## src/rtl/fetch_pkg.sv

```systemverilog
// Shared IF-stage definitions: state encoding, instruction constants, word width.
// Decode reuses XLEN and word_t from here.
package fetch_pkg;

    localparam int XLEN = 16;

    typedef logic [XLEN-1:0] word_t;

    typedef enum logic [1:0] {
        S_FETCH  = 2'b00,
        S_MISS   = 2'b01,
        S_HALTED = 2'b10
    } fetch_state_t;

    typedef enum logic {
        PC_SEL_INC   = 1'b0,
        PC_SEL_REDIR = 1'b1
    } pc_sel_t;

    localparam word_t      NOP_INSTR_C  = 16'h0000;
    localparam logic [3:0] HLT_OPCODE_C = 4'hF;

endpackage

```

## src/rtl/fetch_ctrl_fsm.sv

```systemverilog
// Fetch control: next-state and register-enable decode for the IF stage.
// Priority is redirect, then stall, then the memory response.
module fetch_ctrl_fsm
    import fetch_pkg::*;
(
    input  fetch_state_t i_state,
    input  logic         i_stall,
    input  logic         i_redirect,
    input  logic         i_imem_rdy,
    input  logic         i_hlt_detect,
    output fetch_state_t o_next,
    output logic         o_pc_we,
    output pc_sel_t      o_pc_sel,
    output logic         o_ifid_we,
    output logic         o_ifid_bubble
);

    always_comb begin
        o_next = i_state;
        if (i_redirect) begin
            o_next = S_FETCH;
        end else if (i_stall) begin
            o_next = i_state;
        end else if (i_state == S_HALTED) begin
            o_next = S_HALTED;
        end else if (!i_imem_rdy) begin
            o_next = S_MISS;
        end else if (i_hlt_detect) begin
            o_next = S_HALTED;
        end else begin
            o_next = S_FETCH;
        end
    end

    always_comb begin
        o_pc_we       = 1'b0;
        o_pc_sel      = PC_SEL_INC;
        o_ifid_we     = 1'b0;
        o_ifid_bubble = 1'b0;
        if (i_redirect) begin
            o_pc_we       = 1'b1;
            o_pc_sel      = PC_SEL_REDIR;
            o_ifid_we     = 1'b1;
            o_ifid_bubble = 1'b1;
        end else if (i_stall) begin
            o_pc_we = 1'b0;
        end else if (i_state == S_HALTED || !i_imem_rdy) begin
            o_ifid_we     = 1'b1;
            o_ifid_bubble = 1'b1;
        end else begin
            // HLT is latched but the PC parks on its own address
            o_pc_we   = !i_hlt_detect;
            o_ifid_we = 1'b1;
        end
    end

endmodule

```

## src/rtl/fetch_stage.sv

```systemverilog
// IF stage: PC, instruction-memory request, I-cache miss tolerance, IF/ID latch.
// Fetch stops on HLT and resumes only on redirect or reset.
module fetch_stage
    import fetch_pkg::*;
#(
    parameter logic [15:0] RESET_PC   = 16'h0000,
    parameter logic [15:0] NOP_INSTR  = NOP_INSTR_C,
    parameter logic [3:0]  HLT_OPCODE = HLT_OPCODE_C
) (
    input  logic        clk,
    input  logic        rst,
    output logic        imem_req,
    output logic [15:0] imem_addr,
    input  logic        imem_rdy,
    input  logic [15:0] imem_data,
    input  logic        stall,
    input  logic        redirect,
    input  logic [15:0] redirect_pc,
    output logic [15:0] if_id_instr,
    output logic [15:0] if_id_pc2,
    output logic        if_id_valid,
    output logic        halted
);

    fetch_state_t r_state;
    word_t        r_pc;
    word_t        r_instr;
    word_t        r_pc2;
    logic         r_valid;

    fetch_state_t w_next;
    logic         w_pc_we;
    pc_sel_t      w_pc_sel;
    logic         w_ifid_we;
    logic         w_ifid_bubble;
    logic         w_hlt;
    word_t        w_pc_inc;

    assign w_hlt    = (imem_data[15:12] == HLT_OPCODE);
    assign w_pc_inc = r_pc + XLEN'(2);

    fetch_ctrl_fsm u_ctrl (
        .i_state       (r_state),
        .i_stall       (stall),
        .i_redirect    (redirect),
        .i_imem_rdy    (imem_rdy),
        .i_hlt_detect  (w_hlt),
        .o_next        (w_next),
        .o_pc_we       (w_pc_we),
        .o_pc_sel      (w_pc_sel),
        .o_ifid_we     (w_ifid_we),
        .o_ifid_bubble (w_ifid_bubble)
    );

    always_ff @(posedge clk or negedge rst) begin
        if (!rst) begin
            r_state <= S_FETCH;
        end else begin
            r_state <= w_next;
        end
    end

    always_ff @(posedge clk or negedge rst) begin
        if (!rst) begin
            r_pc <= RESET_PC;
        end else if (w_pc_we) begin
            r_pc <= (w_pc_sel == PC_SEL_REDIR) ? redirect_pc : w_pc_inc;
        end
    end

    // Miss/halt bubbles keep pc2; only a flush clears it
    always_ff @(posedge clk or negedge rst) begin
        if (!rst) begin
            r_instr <= NOP_INSTR;
            r_pc2   <= '0;
            r_valid <= 1'b0;
        end else if (w_ifid_we) begin
            if (w_ifid_bubble) begin
                r_instr <= NOP_INSTR;
                r_pc2   <= redirect ? '0 : r_pc2;
                r_valid <= 1'b0;
            end else begin
                r_instr <= imem_data;
                r_pc2   <= w_pc_inc;
                r_valid <= 1'b1;
            end
        end
    end

    assign imem_addr   = r_pc;
    assign imem_req    = (r_state != S_HALTED);
    assign halted      = (r_state == S_HALTED);
    assign if_id_instr = r_instr;
    assign if_id_pc2   = r_pc2;
    assign if_id_valid = r_valid;

endmodule

```

## config.mk

```make
export PLATFORM = sky130hd
export DESIGN_NAME = fetch_stage
export DESIGN_NICKNAME = d
export VERILOG_FILES = /design/src/rtl/fetch_pkg.sv /design/src/rtl/fetch_ctrl_fsm.sv /design/src/rtl/fetch_stage.sv
export SDC_FILE = /design/constraint.sdc
export NUM_CORES = 1
export LEC_CHECK = 0
export ABC_AREA = 0
export CAP_MARGIN = 20
export CORE_ASPECT_RATIO = 2
export CORE_MARGIN = 1
export CORE_UTILIZATION = 45
export DETAILED_ROUTE_END_ITERATION = 12
export GPL_TIMING_DRIVEN = 0
export PLACE_DENSITY = 0.82
export SYNTH_ARGS = -nofsm -noshare
export SYNTH_HDL_FRONTEND = slang
export SYNTH_SLANG_ARGS = --single-unit
```

## constraint.sdc

```tcl
create_clock -name clk -period 2.18 [get_ports clk]
set_input_delay 0.545 -clock clk [delete_from_list [all_inputs] [get_ports clk]]
set_output_delay 0.545 -clock clk [all_outputs]
set_load 0.02 [all_outputs]
```

==> flow_summary.json <==
{
  "status": "completed",
  "worst_slew_pin_slew_ns": 0.609,
  "drtIter0Drc": 62,
  "fmax_ghz": 0.479,
  "grt_pass1_vias": 2312,
  "cts_made_buffers": 5,
  "synth_flop_cell": "dfrtp_1",
  "synth_nets": 276,
  "tritoncts": "built",
  "synth_top_family_by_area": "simple AND/OR/NAND/NOR gates",
  "top_layer_used": "met4",
  "setup_ws_ns": 0.0939,
  "yosysUniqueCellTypes": 44,
  "cts.sinks": 51,
  "firstDrtPassIters": 4,
  "port-buffer-count": 87,
  "die_h_um": 106,
  "cts_hold_buf": 0,
  "finalHoldViolCount": 0,
  "worst-setup-path-type": "primary input to flip-flop",
  "wl_met3_um": 308,
  "finalSetupViolCount": 0,
  "fin_nets": 372,
  "drive_gt1_share_pct": 9.85,
  "synth_top_cell_by_area": "dfrtp_1",
  "root_buffer": "clkbuf_8",
  "num_vias": 2259,
  "final.min_clock_period_ns": 2.09,
  "dp.cells": 384,
  "min_period_over_period_pct": 95.7,
  "synth_common_cells": "dfrtp_1, nor2_1, nand2_1",
  "dieArea_um2": 5720,
  "start_kind": "primary input",
  "start_util_pct": 46.9,
  "arrival_ns": 2.31,
  "grt_max_degree": 27,
  "globalplace.congestion": 0.906,
  "wl_met2_mm": 3.63,
  "clockBufferDepth": 2,
  "htree_levels": 2,
  "syn_to_final_growth_pct": 44.6,
  "grt_overflow": 0,
  "routed_wl_mm": 6.53,
  "route.detailed.drc": 0,
  "ys_async_sr_fraction_pct": 100,
  "synth_top_cells_by_area": "dfrtp_1, a22o_1, a211oi_1, nor2_1, xor2_1",
  "hpwl_mm": 4.91,
  "clk_latency_ns": 0.30,
  "netlist_instances": 238,
  "ios": 88,
  "synth-edff-count": 0,
  "drv_cap": 0,
  "min_path_type": "primary input to asynchronous set/reset pin",
  "fp-row-count": 37,
  "fin_cells": 393,
  "wl_per_cell_um": 16.6,
  "ys_ff_latch": 51,
  "wl_met1_mm": 2.45,
  "synthMuxAreaShare_pct": 0.875,
  "yosysSeqAreaShare_pct": 52.5,
  "syn_area_per_cell_um2": 10.2,
  "slew_headroom_pct": 59.4,
  "synth-xor-area-share_pct": 5.76,
  "clk_pin_slew_ns": 0.10,
  "yosys.area_share.simple_pct": 18.7,
  "antenna_cells": 0,
  "ant_nets": 0,
  "crit_path_end_kind": "flip-flop",
  "slew_violations": 0,
  "grt_antenna_before_repair": 0,
  "grt_usage_pct": 25.2,
  "synth_area_um2": 2430,
  "synth_top_area_share_pct": 52.5,
  "total_leakage_power_nw": 1.46,
  "r2r_cells": 5,
  "critPathMaxFanout": 10,
  "grt_pass1_wl_mm": 10.7,
  "rsz0062_at_grt": "no",
  "synth_compound_area_share_pct": 17.3,
  "synth_fa_ha_area_share_pct": 0.515,
  "yosysWarnings": 0,
  "fin_skew_ns": 0.00760,
  "synth_most_common_cell": "dfrtp_1",
  "core_area_um2": 5180,
  "die_w_um": 54.0,
  "cp_data_required_time_ns": 2.40,
  "drt-vias-per-instance": 5.75,
  "utilization_pct": 67.8,
  "vdd_drop_max_mv": 0.582,
  "power.density_nw_per_um2": 604,
  "pre_cts_ws_ns": -0.645
}
## cell usage in the layout (no fill, tap or decap), drive strengths merged, types with 3 or more instances in the layout
cell type | netlist | layout
nand2 | 19 | 19
a21oi | 4 | 4
or3 | 5 | 5
nor2 | 23 | 23
nand4 | 7 | 7
a31oi | 8 | 8
o21ai | 10 | 10
buf | 8 | 11
inv | 6 | 6
a211oi | 12 | 12
nor4 | 3 | 3
nand2b | 3 | 3
nand3 | 7 | 7
xnor2 | 7 | 7
clkdlybuf4s50 | 0 | 83
xor2 | 9 | 9
or4 | 7 | 7
o31ai | 4 | 4
clkbuf | 10 | 15
dfrtp | 51 | 51
a22o | 16 | 16
## stage by stage
step | area, um^2 | power, W | setup TNS, ns | hold WS, ns
floorplan | 2430 | 0.00132 | 0 | 0.249
global placement | 3370 | 0.00158 | -63.51 | 0.461
detailed placement | 3390 | 0.00159 | -16.75 | 0.473
CTS | 3510 | 0.00213 | 0 | 0.263
global route | 3510 | 0.00223 | 0 | 0.282
finish | 3510 | 0.00212 | 0 | 0.240
## critical path: stages
cell	delay, ns
clkdlybuf4s50_1	0.46
nor2b_1	0.13
buf_4	0.17
nand3_2	0.13
clkbuf_8	0.19
or4_1	0.50
a31oi_1	0.18
## kinds of logic after synthesis
group,after synthesis
AOI/OAI and AO/OA,59
and+or+nand+nor,85
muxes,2
buffers and inverters,24
xor gates and xnor gates,16
adders and majority gates,1
DFF,51
## registers in the layout (all words and copies together), names as in the netlist
signal,count
if_id_instr,16
imem_addr,16
r_state,2
if_id_valid,1
if_id_pc2,16
## area by class of cell
type	instances	area (um^2)
plain buffers	18	101
clock buffers	5	68.8
clock inverters	3	20.0
fillers	427	1670
inverters	6	22.5
multi-input cells	163	1060
flip-flops and latches	51	1280
well taps	58	72.6
repair buffers	89	897
## where the power goes
| group | internal [W] | switching, W | total (W) |
|---|---|---|---|
| registers | 0.00101 | 0.0000680 | 0.00107 |
| clock network | 0.000224 | 0.000324 | 0.000548 |
| logic | 0.000247 | 0.000253 | 0.000500 |
| total | 0.00148 | 0.000645 | 0.00212 |
## repair_timing
item,in CTS,in global routing
setup buffers,1,0
pin swaps,1,1
hold endpoints to repair,0,0
resized for setup,9,6
setup endpoints to repair,32,15
## routing by layer
| layer | up-vias | GRT usage, % |
|---|---|---|
| met5 | - | 0 |
| met4 | 0 | 11.0 |
| met2 | 76 | 44.2 |
| met3 | 12 | 3.72 |
| li1 | 1051 | - |
| met1 | 1120 | 28.6 |
## path summary, 6_finish.rpt
kind	startpoint	end	slack, ns
max in group asynchronous	rst	imem_addr[3]$_DFFE_PN0P_	1.38
hold / removal	rst	imem_addr[9]$_DFFE_PN0P_	0.24
min in group clk	if_id_valid$_DFFE_PN0P_	if_id_valid$_DFFE_PN0P_	0.49
setup reg to reg	imem_addr[1]$_DFFE_PN0P_	imem_addr[13]$_DFFE_PN0P_	0.15
setup / recovery	imem_rdy	imem_addr[14]$_DFFE_PN0P_	0.09
hold reg to reg	if_id_valid$_DFFE_PN0P_	if_id_valid$_DFFE_PN0P_	0.49
No activity file was read; power rests on OpenSTA's default activity.
